### src/rtl/input_pad_debounce_ctrl.sv
// input_pad_debounce_ctrl: synchronises, debounces and edge-qualifies a bank
// of pull-up input pads into pending flags and a combined interrupt.
// Optional build macro INPUT_PAD_DB_ANY_EDGE_EN adds EDGE_ANY, which lets a
// channel raise pending on both accepted edges.

// Per-channel synchroniser, debounce counter and pending flag.
module input_pad_debounce_lane #(
  parameter int DB_COUNT = 8
) (
  input  logic clk_i,
  input  logic rst_i,
  input  logic tick_i,
  input  logic pad_i,
  input  logic edge_sel_i,
  input  logic any_i,
  input  logic en_i,
  input  logic clr_i,
  output logic db_o,
  output logic pend_o
);
  localparam int CW = (DB_COUNT > 1) ? $clog2(DB_COUNT) : 1;
  localparam logic [CW-1:0] CNT_MAX = CW'(DB_COUNT - 1);

  logic [1:0]    sync_q;
  logic          db_q, db_d;
  logic [CW-1:0] cnt_q, cnt_d;
  logic          pend_q, pend_d;
  logic          accept, edge_ok;

  // Two-flop synchroniser; resets to the idle (pulled-up) level.
  always_ff @(posedge clk_i or posedge rst_i) begin
    if (rst_i) sync_q <= 2'b11;
    else       sync_q <= {sync_q[0], pad_i};
  end

  // Debounce on tick; pending set/clear every cycle, set wins over clear.
  always_comb begin
    db_d   = db_q;
    cnt_d  = cnt_q;
    accept = 1'b0;
    if (tick_i) begin
      if (sync_q[1] != db_q) begin
        if (cnt_q == CNT_MAX) begin
          accept = 1'b1;
          db_d   = ~db_q;
          cnt_d  = '0;
        end else begin
          cnt_d = cnt_q + CW'(1);
        end
      end else begin
        cnt_d = '0;
      end
    end
    // db_q is the level before the accept: 1 means this is a falling edge.
    edge_ok = any_i | (edge_sel_i ? ~db_q : db_q);
    pend_d  = (accept & en_i & edge_ok) | (pend_q & ~clr_i);
  end

  // Debounced level, qualification count and pending flag registers.
  always_ff @(posedge clk_i or posedge rst_i) begin
    if (rst_i) begin
      db_q   <= 1'b1;
      cnt_q  <= '0;
      pend_q <= 1'b0;
    end else begin
      db_q   <= db_d;
      cnt_q  <= cnt_d;
      pend_q <= pend_d;
    end
  end

  assign db_o   = db_q;
  assign pend_o = pend_q;
endmodule

module input_pad_debounce_ctrl #(
  parameter int NUM_CH   = 4,
  parameter int PRESCALE = 1000,
  parameter int DB_COUNT = 8
) (
  input  logic              HCLK,
  input  logic              HRESET,
  input  logic [NUM_CH-1:0] PAD_IN,
  input  logic [NUM_CH-1:0] EDGE_SEL,
  input  logic [NUM_CH-1:0] IRQ_EN,
  input  logic [NUM_CH-1:0] IRQ_CLR,
`ifdef INPUT_PAD_DB_ANY_EDGE_EN
  input  logic [NUM_CH-1:0] EDGE_ANY,
`endif
  output logic [NUM_CH-1:0] DB_OUT,
  output logic [NUM_CH-1:0] IRQ_PEND,
  output logic              IRQ
);
  localparam int PW = (PRESCALE > 1) ? $clog2(PRESCALE) : 1;
  localparam logic [PW-1:0] PRE_MAX = PW'(PRESCALE - 1);

  logic [PW-1:0]     presc_q, presc_d;
  logic              tick;
  logic [NUM_CH-1:0] any_edge;

`ifdef INPUT_PAD_DB_ANY_EDGE_EN
  assign any_edge = EDGE_ANY;
`else
  assign any_edge = '0;
`endif

  // Shared sample tick: one cycle high at the top of the prescaler count.
  always_comb begin
    tick    = (presc_q == PRE_MAX);
    presc_d = tick ? '0 : presc_q + PW'(1);
  end

  // Prescaler register.
  always_ff @(posedge HCLK or posedge HRESET) begin
    if (HRESET) presc_q <= '0;
    else        presc_q <= presc_d;
  end

  for (genvar i = 0; i < NUM_CH; i++) begin : g_lane
    input_pad_debounce_lane #(.DB_COUNT(DB_COUNT)) u_lane (
      .clk_i      (HCLK),
      .rst_i      (HRESET),
      .tick_i     (tick),
      .pad_i      (PAD_IN[i]),
      .edge_sel_i (EDGE_SEL[i]),
      .any_i      (any_edge[i]),
      .en_i       (IRQ_EN[i]),
      .clr_i      (IRQ_CLR[i]),
      .db_o       (DB_OUT[i]),
      .pend_o     (IRQ_PEND[i])
    );
  end

  assign IRQ = |IRQ_PEND;
endmodule

### config.mk
export PLATFORM = sky130hd
export DESIGN_NAME = input_pad_debounce_ctrl
export DESIGN_NICKNAME = d
export VERILOG_FILES = /design/src/rtl/input_pad_debounce_ctrl.sv
export SDC_FILE = /design/constraint.sdc
export NUM_CORES = 1
export LEC_CHECK = 0
export CAP_MARGIN = 20
export CORE_ASPECT_RATIO = 1.4
export CORE_MARGIN = 5
export CORE_UTILIZATION = 45
export CTS_CLUSTER_SIZE = 24
export DETAILED_ROUTE_END_ITERATION = 16
export DONT_BUFFER_PORTS = 1
export PLACE_DENSITY_LB_ADDON = 0.12
export SYNTH_ARGS = -nofsm -noshare
export SYNTH_HDL_FRONTEND = slang
export SYNTH_HIERARCHICAL = 1
export SYNTH_SLANG_ARGS = --single-unit
### constraint.sdc
create_clock -name HCLK -period 2 [get_ports HCLK]
set_input_delay 0.4 -clock HCLK [delete_from_list [all_inputs] [get_ports HCLK]]
set_output_delay 0.4 -clock HCLK [all_outputs]
set_load 0.02 [all_outputs]
Word level (Yosys, flattened, before mapping):

Index checks and enable logic that the tools add are counted.

* register bits: 38
* input port bits: 18
* output and inout port bits: 9
* logic and storage cells: 85

* add/subtract/negate cells: 5
* equal/unequal tests: 9
* multiplexer cells: 25
* bitwise gates (word level): 24
* reduce and logical (&&, ||, !) cells: 5

Operators by type and width (count)
* $mux 3: 8
* $mux 1: 16
* $add 3x1->3 const B: 4
* $and 1x1->1: 12
* $eq 3x3->1 const B: 4
* $reduce_and 3->1: 4
* $add 10x1->10 const B: 1
* $eq 10x10->1 const B: 1
* $mux 10: 1
* $not 1->1: 8
* $ne 1x1->1: 4
* $or 1x1->1: 4
* $reduce_or 4->1: 1

Depth between registers and ports, before layout:

* word-level depth: 7
* mapped depth: 7

By module:

Netlist, hierarchy kept.

By module, submodules not included
* input_pad_debounce_lane: instances 4, cells an instance 27, area each 315.3 µm², seq. area each 178.9 µm²
* input_pad_debounce_ctrl: instances 1, cells an instance 49, area each 518.0 µm², seq. area each 250.2 µm²

Worst setup path before layout:

OpenSTA, ideal clock, no wires.

* kind: register -> register
* start: register presc_q[0]
* end: register g_lane[0].u_lane.pend_q
* arrival: 1.705 ns
* data required time: 1.904 ns
* path slack: 0.199 ns
* stages on the path, launching flop included: 8
* path buffers: 1
* path through: dfrtp_1 -> ha_1 -> nand2_2 -> nor4b_4 -> and3_1 -> buf_6 -> nand2b_1 -> o32ai_2

* word-level cells in the longest chain between the ends: 5

RTL lines
* from (decl): RTL line 97 `logic [PW-1:0] presc_q, presc_d;`
* from (signal assigned): RTL line 116 `else presc_q <= presc_d;`
* $eq 10x10->1: RTL line 109 `tick = (presc_q == PRE_MAX);`
* net tick: RTL line 98 `logic tick;`
* $mux 1: RTL line 41 `if (tick_i) begin`
* $and 1x1->1 (2 in series): RTL line 56 `pend_d = (accept & en_i & edge_ok) | (pend_q & ~clr_i);`
* $or 1x1->1: RTL line 56
* net g_lane[0].u_lane.pend_d: RTL line 27 `logic pend_q, pend_d;`
* to (signal assigned): RTL line 68 `pend_q <= pend_d;`
* to (decl): RTL line 27

The timed path passes the listed nets, and every way through them passes these cells.
A chain may end at the register's enable or synchronous reset.

Worst setup path after layout:

* start: register presc_q[0]
* end: register g_lane[1].u_lane.pend_q

* word-level cells in the longest chain between the ends: 5

RTL lines (RTL line)
* $eq 10x10->1: 109
* $mux 1: 41
* $and 1x1->1 (2 in series): 56
* $or 1x1->1: 56
* net g_lane[1].u_lane.pend_d: 27
* to (signal assigned): 68
* to (decl): 27

The timed path passes the listed nets, and every way through them passes these cells.

==> results.toml <==
[job]
cap_violations = 0

[synth]
yosysTopAreaCell = "dfrtp_1"
ys_seq_area_share_pct = 54.29
async_flop_share_pct = 100.0
synth_top_cell_area_share_pct = 36.57
synth_seq_cells = 38
synth.most_common_cell = "dfrtp_1"
synthFlopType = "dfrtp_1"
synth.avg_cell_area_um2 = 11.33
syn_area_um2 = 1779
synth_commonest_cells = "dfrtp_1 (26), inv_1 (18), nand2_1 (18), dfstp_2 (12), ha_1 (9)"
synthTopCellsByArea = "dfrtp_1 (37%), dfstp_2 (18%), ha_1 (6.3%)"
yosysWarnings = 6
syn_inst = 157
synth_cell_types = 30
synth_edf_count = 0

[drt]
num_vias = 1133
firstDrtPassIters = 4
routedWlPerCell_um = 14.54
wirelength_mm = 3.155
drc = 0
ant_nets = 0
drt_iter0_drc = 34
vias_per_cell = 5.221

[critical_path]
cp_max_fo = 33
worstSetupEndpointType = "register"
slowest_delay_ns = 0.36
cpMaxStageDelayCell = "dfrtp_1"
worstPathRequired_ns = 2.20
path_class = "register to register"
start_kind = "register"
worstPathCellList = "ha_2 > nand2_2 > nor4b_4 > and3_4 > buf_12 > nand2b_1 > o32ai_2"
worst_ep_arrival_time_ns = 2.06

[global_routing]
grt_max_degree = 34
grt_pass1_vias = 1215
grt_usage_pct = 13.15
antenna_found_initial = 0
grt_pass1_wl_mm = 5.540
gr-total-overflow = 0

[place]
pre_cts_slack_ns = 0.07340
hpwl_mm = 2.417
port_buffers = 0
dpl.cell_count = 205
gp_congestion = 0.7494

[sta]
rsz0062_at_grt = "false"
layout_min_cycle_time_ns = 1.864
finClkSkew_ns = 0.003868
whs_ns = 0.09697
post-route-period-util_pct = 93.19
hold_violations = 0
max_freq_mhz = 536.5
setup_ws_ns = 0.1362
slew_violations = 0
setup-tns-final_ns = 0
setup_violations = 0

[floorplan]
die_w_um = 63.14
die_area_um2 = 5329
die_h_um = 84.40
fp-row-count = 27
start_util_pct = 45.80
ios = 27
core-area_um2 = 3885

[clock_network]
cts_buffers = 5
clk_latency_ns = 0.29
path_clk_slew_ns = 0.07
cts_tree = "yes"
cts-root-buf = "clkbuf_8"
clock-sinks = 38
htree_levels = 2
cts.path.max_buffers = 2

[run_status]
status = "completed"

[layout]
fin_cells = 217
fill_cells = 326
nNetsFinal = 200
diodes = 0
drive_gt1_share_pct = 26.44
areaGrowthSynthToFinish_pct = 15.54
post-route-util_pct = 52.91

[hold_path]
holdCritPathClass = "input port to register"

[pwr]
ir_worst_vdd_mv = 0.6677
power_density_nw_per_um2 = 788.4
leakage_nw = 0.9148
final timing paths:
| check | from | to | slack [ns] | cells after the start |
|---|---|---|---|---|
| max | presc_q[0]$_DFF_PP0_ | g_lane[1].u_lane/pend_o$_DFF_PP0_ | 0.14 | 7 |
| min | PAD_IN[3] | g_lane[3].u_lane/sync_q[0]$_DFF_PP1_ | 0.1 | 0 |
| max reg2reg | presc_q[0]$_DFF_PP0_ | g_lane[1].u_lane/pend_o$_DFF_PP0_ | 0.14 | 7 |
| min reg2reg | g_lane[2].u_lane/sync_q[0]$_DFF_PP1_ | g_lane[2].u_lane/sync_q[1]$_DFF_PP1_ | 0.36 | 0 |
| max in group asynchronous | HRESET | presc_q[3]$_DFF_PP0_ | 1.08 | 2 |
| min in group asynchronous | HRESET | g_lane[1].u_lane/cnt_q[1]$_DFFE_PP0P_ | 0.59 | 2 |
logic make-up (layout without fill, tap and decap cells):
family / count (synthesis) / count (layout) / share of synthesized area, %
and+or+nand+nor: 50 / 50 / 14.91
AOI/OAI and AO/OA: 23 / 23 / 10.90
DFF: 38 / 38 / 54.29
xor gates and xnor gates: 13 / 13 / 6.399
muxes: 4 / 4 / 2.531
buffers and inverters: 19 / 33 / 4.430
adders and majority gates: 9 / 9 / 6.329
other: 1 / 4 / 0.2108
metrics by stage:
step	instance area, um^2	power, mW
detailed placement	1868	0.8325
global route	2056	1.689
CTS	2021	1.643
finish	2056	1.621
floorplan	1790	0.8251
global placement	1868	0.8308
critical path, delay by kind of cell, from the launching register on:
kind | cells | cell delay (ns)
compound gates | 1 | 0.27
flops | 1 | 0.36
simple gates | 4 | 0.75
fa+ha+maj | 1 | 0.21
buf+inv | 1 | 0.18
flip-flops by register name, indices dropped and copies added, names as in the netlist:
| signal | cells |
|---|---|
| g_lane.u_lane/cnt_q | 12 |
| presc_q | 10 |
| g_lane.u_lane/sync_q | 8 |
| g_lane.u_lane/db_o | 4 |
| g_lane.u_lane/pend_o | 4 |
final cells by class:
cell class | count | area (um^2) | area share, %
Multi-Input combinational cell | 103 | 758.2 | 36.88
Tap cell | 43 | 53.80 | 2.617
Sequential cell | 38 | 965.9 | 46.99
Inverter | 18 | 67.56 | 3.287
Clock buffer | 6 | 82.58 | 4.017
Timing Repair Buffer | 7 | 67.56 | 3.287
Clock inverter | 2 | 60.06 | 2.921
report_power, final:
group / switching [mW] / internal (mW) / leakage (nW)
Combinational: 0.0225 / 0.00994 / 0.369
Sequential: 0.00407 / 0.783 / 0.474
Clock: 0.269 / 0.532 / 0.0714
placed cells by master, fill, tap and decap left out, types with 2 or more instances in the layout:
cell	n
a21oi_1	2
buf_4	5
bufinv_16	2
clkbuf_8	6
conb_1	4
dfrtp_1	26
dfstp_2	12
ha_1	8
inv_1	18
mux2_2	4
nand2_1	18
nand2b_1	8
nand3_1	5
nor2_1	7
nor2_2	4
o22ai_1	8
o31ai_1	3
o32ai_2	4
xnor2_1	7
xor2_1	6
metal layers:
| metal | global-route usage, % | vias up | wire [um] |
|---|---|---|---|
| met1 | 14.43 | 545 | 1273 |
| li1 | - | 555 | - |
| met5 | 0 | - | 0 |
| met3 | 3.882 | 7 | 167 |
| met4 | 6.950 | 0 | 75 |
| met2 | 22.50 | 26 | 1638 |
timing repair:
item,in CTS,in global routing
hold buffers,1,0
setup endpoints to repair,0,12
setup buffers,0,3
resized for setup,0,3
endpoints found under the hold margin,26,0
(Power assumes the default switching activity.)
==> RTL edit 1: new RTL, same settings <==
Build with the macro `INPUT_PAD_DB_ANY_EDGE_EN` defined.
--- a/src/rtl/input_pad_debounce_ctrl.sv
+++ b/src/rtl/input_pad_debounce_ctrl.sv
@@ -5,4 +5,6 @@
 
 // Per-channel synchroniser, debounce counter and pending flag.
+`define INPUT_PAD_DB_ANY_EDGE_EN
+
 module input_pad_debounce_lane #(
   parameter int DB_COUNT = 8
Ports: changed (added EDGE_ANY); port bits go from 27 to 31. The function was not compared with the original's and may differ.
==> RTL edit 1 against the unedited design <==
  * Sequential cell count did not move
  * Critical path depth did not move
  * Power fell by 16%
  * Synthesized area fell by 0.21%
  * Wire length fell by 0.19%
  * Setup slack got worse by 26 ps
  * Cell area fell by 4.9%
  * Largest power group is now registers
==> RTL edit 1: results (changes against the unedited design) <==
| Metric | Value |
|---|---|
| Status | complete, no violations |
| Worst-Skew Late Latency | 290 ps (about the same) |
| Hold Path Class | in2reg |
| Antenna violations before repair | 0 (unchanged) |
| Synth cell types | 29 (-3.3%) |
| Commonest cells post-synth | 26 x dfrtp_1, 18 x inv_1, 18 x nand2_1 |
| Lkg Pwr | 0.853 nW (-6.8%) |
| Fill count | 337 (+3.4%) |
| Clock Pin Slew Worst Setup and Hold Paths | 70 ps (about the same) |
| Largest net degree at the start of global routing | 34 (unchanged) |
| Place WS | 95.4 ps (+22.0 ps) |
| Global-route track usage on met3 | 4.95% (+1.1 points) |
| Global-route wire length before repair | 5700 um (+2.9%) |
| All-Layer GR Usage | 13.5% (+0.36 points) |
| Via-per-instance ratio | 5.56 (+6.6%) |
| Final HPWL from detailed placement | 2410 um (-0.17%) |
| Met2 Track Usage GR | 22.3% (-0.19 points) |
| Hold path startpoint | PAD_IN[1] |
| Layout cells sized above 1 | 24.1% (-2.3 points) |
| Met1 Wirelength | 1250 um (-2.0%) |
| Critical Path AT | 2080 ps (+20 ps) |
| Area after DPL | 0.00185 mm^2 (-1.2%) |
| Max VDD drop | 431 uV (-35%) |
| Critical path's largest stage delay | 390 ps (+30 ps) |
| CTS Buf Count | 5 (unchanged) |
| Worst r2r src | presc_q[1] |
| Clock Root Buffer | clkbuf_8 |
| Asr flop ratio synth | 100% (unchanged) |
| Routed WL per cell | 15.1 um (+3.6%) |
| Main area contributors after synthesis | dfrtp_1 37%, dfstp_2 18%, ha_1 6.3%, inv_1 3.8%, nand2_1 3.8% |
| Met3 WL post-DR | 173 um (+3.6%) |
| DRT iter0 DRCs | 20 (-41%) |
| YS warnings | 6 (unchanged) |
| Nets | 196 (-2.0%) |
| Clock Skew | 4.67 ps (+0.805 ps) |
| Storage cell area | 966 um^2 (unchanged) |
| Met2 WL | 1700 um (+3.5%) |
| Worst Tran Pin Value | 379 ps |
| Number of global-route vias before repair | 1,264 (+4.0%) |
| # Post-CTS Setup Buffers | 0 (unchanged) |
| Grt met1 use | 15.0% (+0.61 points) |
| Routability cong. | 0.772 (+3.0%) |
| Seq/Total Area, Yosys | 54.4% (+0.11 points) |
| Critical path class | reg2reg |
## RTL edit 1: where the power goes
part	leakage, nW	switching (mW)	total [mW]	internal [mW]
registers	0.474	0.00408	0.788	0.784
logic	0.330	0.0218	0.0318	0.00995
clock network	0.0482	0.256	0.534	0.278
total	0.853	0.282	1.35	1.07
## RTL edit 1: final cells by class
cell class | count | area share (%)
Sequential cell | 38 | 49.4
Multi-Input combinational cell | 99 | 37.8
Clock buffer | 7 | 4.42
Inverter | 18 | 3.46
Tap cell | 43 | 2.75
Timing Repair Buffer | 3 | 1.92
Clock inverter | 1 | 0.256
## RTL edit 1: repair_timing
item                                    in CTS  in global routing
hold buffers                                 1                  0
gates resized for setup                      0                  2
endpoints found under the setup margin       0                  7
hold endpoints to repair                    26                  0
## RTL edit 1: worst paths after layout
check	endpoint	slack, ps	cells past startpoint
min	g_lane[1].u_lane/sync_q[0]	100	0
min reg2reg	g_lane[0].u_lane/sync_q[1]	360	0
min in group asynchronous	g_lane[2].u_lane/cnt_q[2]	600	2
max in group asynchronous	presc_q[5]	1070	2
max	g_lane[0].u_lane/pend_o	110	7
max reg2reg	g_lane[0].u_lane/pend_o	110	7
## RTL edit 1: metrics by stage
step	hold slack (ps)	std cells	power, mW
2_1_floorplan	201	156	0.824
3_3_place_gp	226	200	0.830
3_5_place_dp	231	200	0.832
4_1_cts	91.4	209	1.38
5_1_grt	77.5	209	1.43
6_report	103	209	1.35
## RTL edit 1: kinds of logic after synthesis
group                    synth area share [%]
AO/OA/AOI/OAI                            10.9
XOR/XNOR                                 6.41
adder cells (fa/ha/maj)                  6.34
buffers and inverters                    4.44
flip-flops                               54.4
multiplexers                             2.54
AND/OR/NAND/NOR                          14.9
==> RTL edit 2: new RTL, same flow settings <==
Made on the original files. Put a register stage on the output `IRQ_PEND`, cleared by the reset. The value now appears one clock later. The other outputs are not delayed to match.
--- a/src/rtl/input_pad_debounce_ctrl.sv
+++ b/src/rtl/input_pad_debounce_ctrl.sv
@@ -95,4 +95,6 @@
   localparam logic [PW-1:0] PRE_MAX = PW'(PRESCALE - 1);
 
+  logic [NUM_CH-1:0] IRQ_PEND_d;
+
   logic [PW-1:0]     presc_q, presc_d;
   logic              tick;
@@ -128,9 +130,17 @@
       .clr_i      (IRQ_CLR[i]),
       .db_o       (DB_OUT[i]),
-      .pend_o     (IRQ_PEND[i])
+      .pend_o     (IRQ_PEND_d[i])
     );
   end
 
-  assign IRQ = |IRQ_PEND;
+  assign IRQ = |IRQ_PEND_d;
+  always_ff @(posedge HCLK or posedge HRESET) begin
+    if (HRESET) begin
+      IRQ_PEND <= '0;
+    end else begin
+      IRQ_PEND <= IRQ_PEND_d;
+    end
+  end
+
 endmodule
 
Function: same outputs for any inputs over 10 cycles, from zero or initial values and one cycle with HRESET high; that may be too few to reach the edited logic, so the function may still have changed.
==> RTL edit 2 against the unedited design <==
  * Cell area rose by 0.49%
  * Wire length rose by 0.60%
  * Fmax rose by 0.41%
  * Synthesized area rose by 5.6%
  * Final cell count did not move
  * Count of clock-buffer cells in the layout did not move
  * Sequential cell count rose by 4
  * Power fell by 12%
  * Largest power group is now registers
  * Critical path depth did not move
  * Clock power fell by 35%
  * Setup slack improved by 7.5 ps
  * Die area rose by 4.8%
==> RTL edit 2: results (changes against the unedited design) <==
| Metric | Value |
|---|---|
| Grt met1 use | 15.9% (+1.5 points) |
| Post-synth EDFFs | 0 (unchanged) |
| Global-route track usage on met3 | 5.06% (+1.2 points) |
| XOR/XNOR Fraction of Synth Area | 6.06% (-0.34 points) |
| CTS resizes | 0 (unchanged) |
| CP Max Fanout | 26 (-21%) |
| Lkg Pwr | 0.916 nW (+0.15%) |
| Clock Sinks | 42 (+11%) |
| Multi-input logic area | 753 um^2 (-0.66%) |
| Fill count | 372 (+14%) |
| Worst Tran Pin Value | 525 ps |
| Critical path's largest stage delay | 390 ps (+30 ps) |
| Hold Path Class | in2async |
| Antenna violations before repair | 0 (unchanged) |
| Non-CTS buffers | 4 (-3) |
| Inverters | 18 (unchanged) |
| Int Power | 1.11 mW (-16%) |
| Max VDD drop | 464 uV (-31%) |
| Layout cells sized above 1 | 23.0% (-3.4 points) |
| Layout clock area frac | 3.88% (-3.1 points) |
| DR vias | 1,148 (+1.3%) |
| Largest net degree at the start of global routing | 27 (-21%) |
| Routed WL per cell | 14.6 um (+0.60%) |
| # Post-CTS Setup Buffers | 0 (unchanged) |
| Met3 WL post-DR | 187 um (+12%) |
| Met2 Track Usage GR | 20.2% (-2.3 points) |
| Number of port buffers | 0 (unchanged) |
| Seq/Total Area, Yosys | 56.7% (+2.4 points) |
| Cts hold-fix bufs | 1 (unchanged) |
| Main area contributors after synthesis | dfrtp_1 40%, dfstp_2 17%, ha_1 6.0%, inv_1 3.6%, nand2_1 3.6% |
| Mux share of post-synthesis cell area | 2.40% (-0.13 points) |
| Met2 WL | 1530 um (-6.5%) |
| CP max-delay cell | dfrtp_1 |
| Commonest cells post-synth | 30 x dfrtp_1, 18 x inv_1, 18 x nand2_1 |
| Storage cell area | 0.00107 mm^2 (+10%) |
| Met1 Wirelength | 1410 um (+11%) |
| Nets | 201 (+0.50%) |
| Clock Skew | 4.72 ps (+0.857 ps) |
| Worst-Skew Late Latency | 290 ps (about the same) |
| Drc violations | 0 (unchanged) |
| Final Hold Viols | 0 (unchanged) |
| All-Layer GR Usage | 13.3% (+0.15 points) |
| Asr flop ratio synth | 100% (unchanged) |
| Comb_multi_in | 103 (unchanged) |
| Critical Path AT | 2060 ps (about the same) |
| Final HPWL from detailed placement | 2370 um (-2.0%) |
| PwrDens | 687 mW/mm^2 (-13%) |
| Signal buf overhead | 2.18% (-1.1 points) |
| Adder-Cell Fraction of Synth Area | 5.99% (-0.34 points) |
| Logic pwr share | 2.4% (+0.4 points) |
| Number of global-route vias before repair | 1,225 (+0.82%) |
| Synth Area in Compound Gates | 10.3% (-0.58 points) |
| DRT iter0 DRCs | 24 (-29%) |
| Global-route wire length before repair | 5530 um (-0.13%) |
| Synth cell types | 30 (unchanged) |
| Status | complete, no violations |
| Clock Root Buffer | clkbuf_8 |
| Routability cong. | 0.740 (-1.2%) |
| Clock power frac | 36.5% (-13 points) |
| Crit path max-delay family | simple AND/OR/NAND/NOR gates |
## RTL edit 2: path summary, 6_finish.rpt
check,startpoint,slack [ps],to,depth (start not counted)
worst min-delay path,HRESET,20,presc_q[7],1
worst max-delay path,presc_q[1],140,g_lane[1].u_lane/pend_o,7
worst min register to register,g_lane[3].u_lane/sync_q[0],360,g_lane[3].u_lane/sync_q[1],0
min in group HCLK,PAD_IN[0],100,g_lane[0].u_lane/sync_q[0],0
max in group asynchronous,HRESET,1150,g_lane[0].u_lane/db_o,2
worst max register to register,presc_q[1],140,g_lane[1].u_lane/pend_o,7
## RTL edit 2: through the flow
step	hold slack [ps]	cell area (um^2)	instances	util [%]	worst slack, ps
CTS	28.8	2060	217	51.6	83.7
floorplan	201	1890	164	-	199
finish	21.8	2070	217	51.8	144
global placement	224	1970	209	49.4	141
detailed placement	231	1970	209	49.4	102
global route	60.8	2070	217	51.8	6.47
